File: config.mk
export PLATFORM = sky130hd
export DESIGN_NAME = ysyx_23060208_lsu
export DESIGN_NICKNAME = d
export VERILOG_FILES = /design/src/rtl/ysyx_23060208_lsu.sv
export SDC_FILE = /design/constraint.sdc
export NUM_CORES = 1
export LEC_CHECK = 0
export BUFFER_PORTS_ARGS = -buffer_cell sky130_fd_sc_hd__buf_2
export CAP_MARGIN = 10
export CELL_PAD_IN_SITES_DETAIL_PLACEMENT = 1
export CELL_PAD_IN_SITES_GLOBAL_PLACEMENT = 1
export CORE_AREA = 4 4 146 183
export CTS_BUF_LIST = sky130_fd_sc_hd__clkbuf_8 sky130_fd_sc_hd__clkbuf_16
export DETAILED_ROUTE_END_ITERATION = 12
export DIE_AREA = 0 0 150 187
export GPL_TIMING_DRIVEN = 1
export PLACE_DENSITY = 0.84
export SYNTH_ARGS = -nofsm -noshare
export SYNTH_HDL_FRONTEND = slang
export SYNTH_SLANG_ARGS = --single-unit
export TNS_END_PERCENT = 10
File: constraint.sdc
create_clock -name clock -period 2.75 [get_ports clock]
set_clock_uncertainty 0.15 [all_clocks]
set_input_delay 0.55 -clock clock [delete_from_list [all_inputs] [get_ports clock]]
set_output_delay 0.55 -clock clock [all_outputs]
set_load 0.02 [all_outputs]
File: src/rtl/ysyx_23060208_lsu.sv
// Load/store unit: one request per transaction, issued as a single-beat
// AXI4 read or write. Handles lane steering, strobes, load extension,
// misalignment and bus-error reporting. Every AXI/req-side output is
// either a register or a decode of the state register.
module ysyx_23060208_lsu #(
    parameter int           ADDR_WIDTH = 32,
    parameter int           XLEN       = 32,
    parameter int           BUS_WIDTH  = 64,
    parameter logic [3:0]   AXI_ID     = 4'h1,
    localparam int          BUS_BYTES  = BUS_WIDTH / 8
) (
    input  logic                  clock,
    input  logic                  reset,
    // request / response
    input  logic                  req_valid_i,
    output logic                  req_ready_o,
    input  logic                  req_we_i,
    input  logic [1:0]            req_size_i,
    input  logic                  req_signed_i,
    input  logic [ADDR_WIDTH-1:0] req_addr_i,
    input  logic [XLEN-1:0]       req_wdata_i,
    output logic                  resp_valid_o,
    input  logic                  resp_ready_i,
    output logic [XLEN-1:0]       resp_rdata_o,
    output logic [1:0]            resp_err_o,
    // AXI write address / data / response
    output logic                  awvalid_o,
    input  logic                  awready_i,
    output logic [ADDR_WIDTH-1:0] awaddr_o,
    output logic [3:0]            awid_o,
    output logic [7:0]            awlen_o,
    output logic [2:0]            awsize_o,
    output logic [1:0]            awburst_o,
    output logic                  wvalid_o,
    input  logic                  wready_i,
    output logic [BUS_WIDTH-1:0]  wdata_o,
    output logic [BUS_BYTES-1:0]  wstrb_o,
    output logic                  wlast_o,
    input  logic                  bvalid_i,
    output logic                  bready_o,
    input  logic [1:0]            bresp_i,
    input  logic [3:0]            bid_i,
    // AXI read address / data
    output logic                  arvalid_o,
    input  logic                  arready_i,
    output logic [ADDR_WIDTH-1:0] araddr_o,
    output logic [3:0]            arid_o,
    output logic [7:0]            arlen_o,
    output logic [2:0]            arsize_o,
    output logic [1:0]            arburst_o,
    input  logic                  rvalid_i,
    output logic                  rready_o,
    input  logic [BUS_WIDTH-1:0]  rdata_i,
    input  logic [1:0]            rresp_i,
    input  logic                  rlast_i,
    input  logic [3:0]            rid_i
);
    localparam int OFFW = $clog2(BUS_BYTES);

    typedef enum logic [2:0] {
        S_IDLE, S_RADDR, S_RDATA, S_WREQ, S_WRESP, S_RESP
    } state_e;

    state_e                  state_q, state_d;
    logic [ADDR_WIDTH-1:0]   addr_q;
    logic [1:0]              size_q;
    logic                    signed_q;
    logic [OFFW-1:0]         off_q;
    logic [BUS_WIDTH-1:0]    wbus_q;
    logic [BUS_BYTES-1:0]    wstrb_q;
    logic                    aw_pend_q, w_pend_q;
    logic [XLEN-1:0]         rdata_q;
    logic [1:0]              err_q;

    // Single-beat, one-ID master: IDs, responses' rlast are of no interest.
    logic unused_ok;
    assign unused_ok = ^{rid_i, bid_i, rlast_i};

    logic accept;
    assign accept = (state_q == S_IDLE) && req_valid_i;

    // Request-side decode: misalignment, store lane steering and strobes.
    logic                 misal;
    logic [OFFW-1:0]      st_off;
    logic [BUS_WIDTH-1:0] st_data;
    logic [BUS_BYTES-1:0] strb_base, st_strb;

    // Decode the incoming request into alignment check, bus data and strobes.
    always_comb begin
        st_off    = req_addr_i[OFFW-1:0];
        st_data   = BUS_WIDTH'(req_wdata_i) << {st_off, 3'b000};
        strb_base = '0;
        misal     = 1'b0;
        case (req_size_i)
            2'd0: begin strb_base = BUS_BYTES'(1);   misal = 1'b0; end
            2'd1: begin strb_base = BUS_BYTES'(3);   misal = req_addr_i[0]; end
            2'd2: begin strb_base = BUS_BYTES'(15);  misal = |req_addr_i[1:0]; end
            default: begin
                strb_base = BUS_BYTES'(255);
                misal     = (|req_addr_i[2:0]) | (XLEN == 32);
            end
        endcase
        st_strb = strb_base << st_off;
    end

    // Load path: shift the addressed bytes down, then extend to XLEN.
    logic [BUS_WIDTH-1:0] r_shift;
    logic [7:0]           nbits;
    logic                 msb;
    logic [XLEN-1:0]      ld_data;

    // Extract and sign/zero-extend the load value from the read beat.
    always_comb begin
        r_shift = rdata_i >> {off_q, 3'b000};
        nbits   = 8'd8 << size_q;
        case (size_q)
            2'd0:    msb = r_shift[7];
            2'd1:    msb = r_shift[15];
            2'd2:    msb = r_shift[31];
            default: msb = r_shift[XLEN-1];
        endcase
        ld_data = '0;
        for (int i = 0; i < XLEN; i++)
            ld_data[i] = (i < int'(nbits)) ? r_shift[i] : (signed_q & msb);
    end

    // State register.
    always_ff @(posedge clock) begin
        if (reset) state_q <= S_IDLE;
        else       state_q <= state_d;
    end

    // Next-state logic; write request completes once both AW and W are done.
    always_comb begin
        state_d = state_q;
        case (state_q)
            S_IDLE:  if (req_valid_i)
                         state_d = misal ? S_RESP : (req_we_i ? S_WREQ : S_RADDR);
            S_RADDR: if (arready_i) state_d = S_RDATA;
            S_RDATA: if (rvalid_i)  state_d = S_RESP;
            S_WREQ:  if ((!aw_pend_q || awready_i) && (!w_pend_q || wready_i))
                         state_d = S_WRESP;
            S_WRESP: if (bvalid_i)  state_d = S_RESP;
            S_RESP:  if (resp_ready_i) state_d = S_IDLE;
            default: state_d = S_IDLE;
        endcase
    end

    // Request latch, write-channel pending flags and response capture.
    always_ff @(posedge clock) begin
        if (reset) begin
            addr_q    <= '0;
            size_q    <= '0;
            signed_q  <= 1'b0;
            off_q     <= '0;
            wbus_q    <= '0;
            wstrb_q   <= '0;
            aw_pend_q <= 1'b0;
            w_pend_q  <= 1'b0;
            rdata_q   <= '0;
            err_q     <= '0;
        end else begin
            if (accept) begin
                addr_q    <= req_addr_i;
                size_q    <= req_size_i;
                signed_q  <= req_signed_i;
                off_q     <= st_off;
                wbus_q    <= st_data;
                wstrb_q   <= st_strb;
                aw_pend_q <= req_we_i & ~misal;
                w_pend_q  <= req_we_i & ~misal;
                rdata_q   <= '0;
                err_q     <= {1'b0, misal};
            end
            if (state_q == S_WREQ) begin
                if (awready_i) aw_pend_q <= 1'b0;
                if (wready_i)  w_pend_q  <= 1'b0;
            end
            if (state_q == S_RDATA && rvalid_i) begin
                rdata_q <= ld_data;
                err_q   <= {rresp_i != 2'b00, 1'b0};
            end
            if (state_q == S_WRESP && bvalid_i)
                err_q <= {bresp_i != 2'b00, 1'b0};
        end
    end

    assign req_ready_o  = (state_q == S_IDLE);
    assign resp_valid_o = (state_q == S_RESP);
    assign resp_rdata_o = rdata_q;
    assign resp_err_o   = err_q;

    assign arvalid_o = (state_q == S_RADDR);
    assign rready_o  = (state_q == S_RDATA);
    assign araddr_o  = addr_q;
    assign arid_o    = AXI_ID;
    assign arlen_o   = 8'd0;
    assign arsize_o  = {1'b0, size_q};
    assign arburst_o = 2'b01;

    assign awvalid_o = aw_pend_q;
    assign wvalid_o  = w_pend_q;
    assign bready_o  = (state_q == S_WRESP);
    assign awaddr_o  = addr_q;
    assign awid_o    = AXI_ID;
    assign awlen_o   = 8'd0;
    assign awsize_o  = {1'b0, size_q};
    assign awburst_o = 2'b01;
    assign wdata_o   = wbus_q;
    assign wstrb_o   = wstrb_q;
    assign wlast_o   = 1'b1;
endmodule
==> results of run 1 <==
metrics by stage:
stage | cell area (sq um) | utilization | instances
2_1_floorplan | 8712 | - | 1032
3_3_place_gp | 10160 | 0.4056 | 1579
3_5_place_dp | 10160 | 0.4056 | 1579
4_1_cts | 10820 | 0.4319 | 1610
5_1_grt | 10820 | 0.4319 | 1610
6_report | 10820 | 0.4319 | 1610
path summary, 6_finish.rpt:
kind               startpoint          endpoint  slack (ns)  cells after the start
setup / recovery  araddr_o[0]  resp_rdata_o[12]        0.36                      5
hold / removal       wready_i          wvalid_o        0.19                      2
setup reg to reg  araddr_o[0]  resp_rdata_o[12]        0.36                      5
hold reg to reg    wdata_o[8]        wdata_o[8]        0.30                      2
worst register-to-register path, cell delays in order (launching register included):
cell,delay [ns]
dfxtp_4,0.79
and2b_1,0.43
a2bb2oi_1,0.12
o21ai_0,0.47
o22ai_1,0.18
a21oi_1,0.18
cell usage in the layout, fill, tap and decap left out, types with 3 or more instances in the layout:
cell	count
nand3_1	9
o22ai_1	26
nor3_1	26
inv_1	5
a211oi_1	7
o21ai_1	3
a21oi_1	76
and2_1	5
a221oi_1	18
conb_1	31
mux2_4	4
and3_1	3
o22a_1	3
nor2b_1	9
and3b_1	8
mux4_2	18
mux2_2	43
buf_2	324
clkinv_4	3
a211o_1	5
clkbuf_16	17
mux2i_1	49
a22oi_2	4
o21ai_0	37
a22oi_1	57
buf_4	41
nand2b_1	5
bufinv_16	5
a2bb2oi_1	11
dfxtp_1	144
nor2_1	110
o2bb2ai_1	5
nand2_1	112
final cells by class:
type	instances	area (sq um)
fill	3123	14230
multi-input combinational	725	4822
sequential	146	2928
timing repair buffer	367	1969
clock buffer	19	452.9
tap	335	419.2
clock inverter	12	203.9
inverter	6	22.52
logic make-up (layout without fill, tap and decap cells):
family	count (synthesis)	in the layout
simple gates	308	308
other cells	2	31
compound gates	272	272
flops	146	146
buf+inv	161	404
mux	114	114
layer usage:
metal,vias up,part of all wire,track usage
li1,4042,-,-
met1,4252,0.38,0.2630
met2,361,0.50,0.4005
met3,73,0.071,0.05986
met4,0,0.043,0.1088
met5,-,0,0
registers in the layout, summed over array words and instances (netlist names):
register / cells
wdata_o: 64
araddr_o: 32
resp_rdata_o: 32
wstrb_o: 8
state_q: 3
resp_err_o: 2
size_q: 2
awvalid_o: 1
signed_q: 1
wvalid_o: 1
where the power goes:
part           internal (mW)  leakage [nW]  switching (mW)
combinational           1.01          3.29            1.74
clock                   1.66         0.324           0.965
sequential              2.35          1.19           0.242
total                   5.02          4.80            2.94
==> results.cfg, run 1 <==
[floorplanning]
rows = 65
core_area_sq_um = 25050
die_w_um = 150
dieArea_sq_um = 28050
ios = 366
start_util = 0.3435
chipHeight_um = 187

[synth]
synth_edf_count = 0
synth_cell_type_count = 66
muxShareOfSynthArea = 0.1674
synth_warnings = 0
synth_seq_cells = 146
async_flop_share = 0
synth_top_area_cell = dfxtp_1
synth_cells = 1003
synth_common_cells = 146 x dfxtp_1, 113 x nand2_1, 111 x nor2_1, 76 x a21oi_1, 69 x buf_4
synth_top_family_by_area = compound AO/OA/AOI/OAI gates
netlist_area_sq_um = 8603
ys.flop_type = dfxtp_1
synthSimpleGateAreaFrac = 0.1626
avgSynthCellArea_sq_um = 8.578
synthXorXnorAreaFrac = 0
seq_area_frac_synth = 0.3397
synth_compound_area_frac = 0.2139
yosys.area_share.adder = 0
yosys.area.top_type_share = 0.3397
yosysMostFrequentCell = dfxtp_1
synth_area_leaders = dfxtp_1 34%, buf_4 6.0%, mux2i_1 5.7%

[clock_tree]
cts_tree = yes
post_cts_buffers = 0
postCtsHoldBufs = 0
cts_sinks = 146
clkLatencyLatePin_ns = 0.42
numCtsBuffers = 17
clk_pin_slew_ns = 0.06
clock_path_buffers = 2
clockRootBuffer = clkbuf_16
cts_resized = 0
htreeDepth = 4

[global_route]
grt_max_degree = 85
gr-usage-all-layers = 0.2314
antenna_found_initial = 0
grt_first_pass_wirelength_um = 51540
grt_overflow = 0
first_global_vias = 9157

[timing]
drv_slew = 0
tns_ns = 0
finalCriticalPeriod_ns = 2.389
post-route-period-util = 0.8686
whs_ns = 0.1948
relSlewSlack = 0.4560
fmax_mhz = 418.6
finalHoldViolCount = 0
fin_ws_ns = 0.3613
rsz0062_at_grt = false
tightest_slew_ns = 0.8099
setup_viol = 0

[finish]
syn_to_final_growth_pct = 25.74
layout-drive-gt1-share = 0.3820
nets = 1417
insertedDiodeCount = 0

[drt]
drt_pass1_iterations = 4
drt-total-wl_um = 33470
ant_nets = 0
drc = 0
routedWlPerCell_um = 20.79
drt_iter0_drc = 383
vias = 8728
avgViaCountPerCell = 5.421

[pwr]
p_leak_nw = 4.803
peakVddDrop_v = 0.0004196
p_total_mw = 7.964
p_per_area_nw_per_um2 = 736.2

[worst_setup_path]
cpPeakStageDelay_ns = 0.79
crit_path_end_kind = register
critPathMaxFanout = 49
critical_path.cell_chain = and2b_1, a2bb2oi_1, o21ai_0, o22ai_1, a21oi_1
cp_top_family = compound AO/OA/AOI/OAI gates
crit_arrival_ns = 2.59
crit_type = reg2reg
cp_num_buf_inv = 0
crit_slowest_cell = dfxtp_4
crit_path_start_kind = register
cp.required_ns = 2.95

[run_status]
status = complete, no violations

[placement]
port_buffers = 325
dp_slack_ns = 0.3004
dp_hpwl_um = 25100
place_congestion = 0.9270

[run]
max_cap_viol_count = 0

[hold_path]
hp-class = in2reg
(Power assumes the default switching activity.)
==> inputs of run 2 (changes only) <==
Settings changed: CORE_AREA 4 4 146 183 to 4 4 144 180, CTS_BUF_LIST sky130_fd_sc_hd__clkbuf_8 sky130_fd_sc_hd__clkbuf_16 to sky130_fd_sc_hd__clkbuf_2 sky130_fd_sc_hd__clkbuf_4 sky130_fd_sc_hd__clkbuf_8, DIE_AREA 0 0 150 187 to 0 0 148 184, PLACE_DENSITY 0.84 to 0.86.
==> run 2 against run 1 <==
Sequential power about the same. Critical path type unchanged. Largest cell class unchanged. Design area decreased by 2.9%. Critical endpoint is now resp_rdata_o[11]. First-iteration DRC count decreased by 12%.
==> results.cfg, run 2 (synthesized netlist as in run 1, its figures left out) <==
[drt]
drt-total-wl_um = 32790
drc = 0
ant_nets = 0
routedWlPerCell_um = 20.59
dr_wl_met3_um = 2252
drt_iter0_drc = 337
met2_wirelength_um = 16910
wl_met1_um = 12420
maxUsedRoutingLayer = met5
vias = 8617
avgViaCountPerCell = 5.409
drt_pass1_iterations = 5

[timing]
finalCriticalPeriod_ns = 2.453
fmax_mhz = 407.7
finalHoldViolCount = 0
drv_slew = 0
setup_viol = 0
relSlewSlack = 0.4271
rsz0062_at_grt = false
tightest_slew_ns = 0.8576
tns_ns = 0
post-route-period-util = 0.8920
whs_ns = 0.1776

[floorplanning]
chipHeight_um = 184
die_w_um = 148
rows = 64
ios = 366
dieArea_sq_um = 27230
start_util = 0.3534
core_area_sq_um = 24340

[clock_tree]
clock_path_buffers = 2
clkLatencyLatePin_ns = 0.44
htreeDepth = 4
clk_pin_slew_ns = 0.08
postCtsHoldBufs = 0
cts_tree = yes
clockRootBuffer = clkbuf_8
post_cts_buffers = 0
cts_resized = 0
numCtsBuffers = 17
cts_sinks = 146

[finish]
nets = 1404
final_area_sq_um = 10500
layout-drive-gt1-share = 0.3756
num-fill-cells = 3059
largest_reg_flops = 64
layout_commonest_cell = buf_2
final_util = 0.4314
syn_to_final_growth_pct = 22.08
final_cell_mix = 324 x buf_2, 144 x dfxtp_1, 112 x nand2_1

[global_route]
antenna_found_initial = 4
grt_overflow = 0
first_global_vias = 9044
grt_first_pass_wirelength_um = 50050
gr-usage-all-layers = 0.2299
grt_max_degree = 99

[placement]
dpl_cell_area_sq_um = 10110
dp_hpwl_um = 24970
port_buffers = 325
place_congestion = 0.8909

[run_status]
status = complete, no violations

[worst_setup_path]
crit_arrival_ns = 2.67
cp_top_family = compound AO/OA/AOI/OAI gates
rrSetupSlack_ns = 0.30
critPathMaxFanout = 25
cp_num_buf_inv = 1
crit_slowest_cell = dfxtp_2
critical_path.cell_chain = buf_4, mux2i_1, a2bb2oi_1, o21ai_0, o22ai_1, a21oi_1
crit_type = reg2reg
cp.required_ns = 2.97
crit_path_end_kind = register
cpPeakStageDelay_ns = 0.73
crit_path_start_kind = register

[pwr]
peakVddDrop_v = 0.0003983
p_leak_nw = 4.632
p_per_area_nw_per_um2 = 671.1

[hold_path]
hp-class = in2reg

[run]
max_cap_viol_count = 0
## run 2: cell count changes in the layout (fill, tap and decap cells not counted)
cell,delta
buf_4,-17
bufinv_16,-3
clkbuf_8,+17
clkinv_2,+2
clkbuf_16,-17
buf_12,+4
clkinvlp_4,+1
diode_2,+1
## run 2: where the power goes
group	internal, mW	total, mW	switching [mW]
combinational	1.00	2.75	1.74
clock	0.854	1.73	0.877
sequential	2.35	2.57	0.223
## run 2: through the flow
| step | std cells | worst slack, ns | power, mW |
|---|---|---|---|
| finish | 1593 | 0.2971 | 7.049 |
| global route | 1593 | 0.2267 | 7.477 |
| CTS | 1592 | 0.3066 | 7.148 |
| detailed placement | 1561 | 0.2256 | 5.383 |
| global placement | 1561 | 0.2723 | 5.282 |
| floorplan | 1032 | 0.6830 | 4.540 |
## run 2: path summary, 6_finish.rpt
check,start,to,cells after the start
hold reg to reg,wstrb_o[5],wstrb_o[5],2
setup / recovery,araddr_o[1],resp_rdata_o[11],6
setup reg to reg,araddr_o[1],resp_rdata_o[11],6
hold / removal,wready_i,wvalid_o,2
## run 2: layer usage
| metal | up-vias | track usage |
|---|---|---|
| met5 | - | 0 |
| met1 | 4172 | 0.2558 |
| met3 | 71 | 0.06091 |
| li1 | 4012 | - |
| met2 | 356 | 0.4123 |
| met4 | 6 | 0.09908 |
## run 2: layout make-up
class	instances	area (sq um)	area share
diodes	1	2.502	0.0002383
clock buffers	19	261.5	0.02490
clock inverters	12	131.4	0.01251
inverters	6	22.52	0.002144
multi-input cells	725	4822	0.4591
flip-flops and latches	146	2928	0.2788
well taps	330	412.9	0.03931
repair buffers	354	1922	0.1830
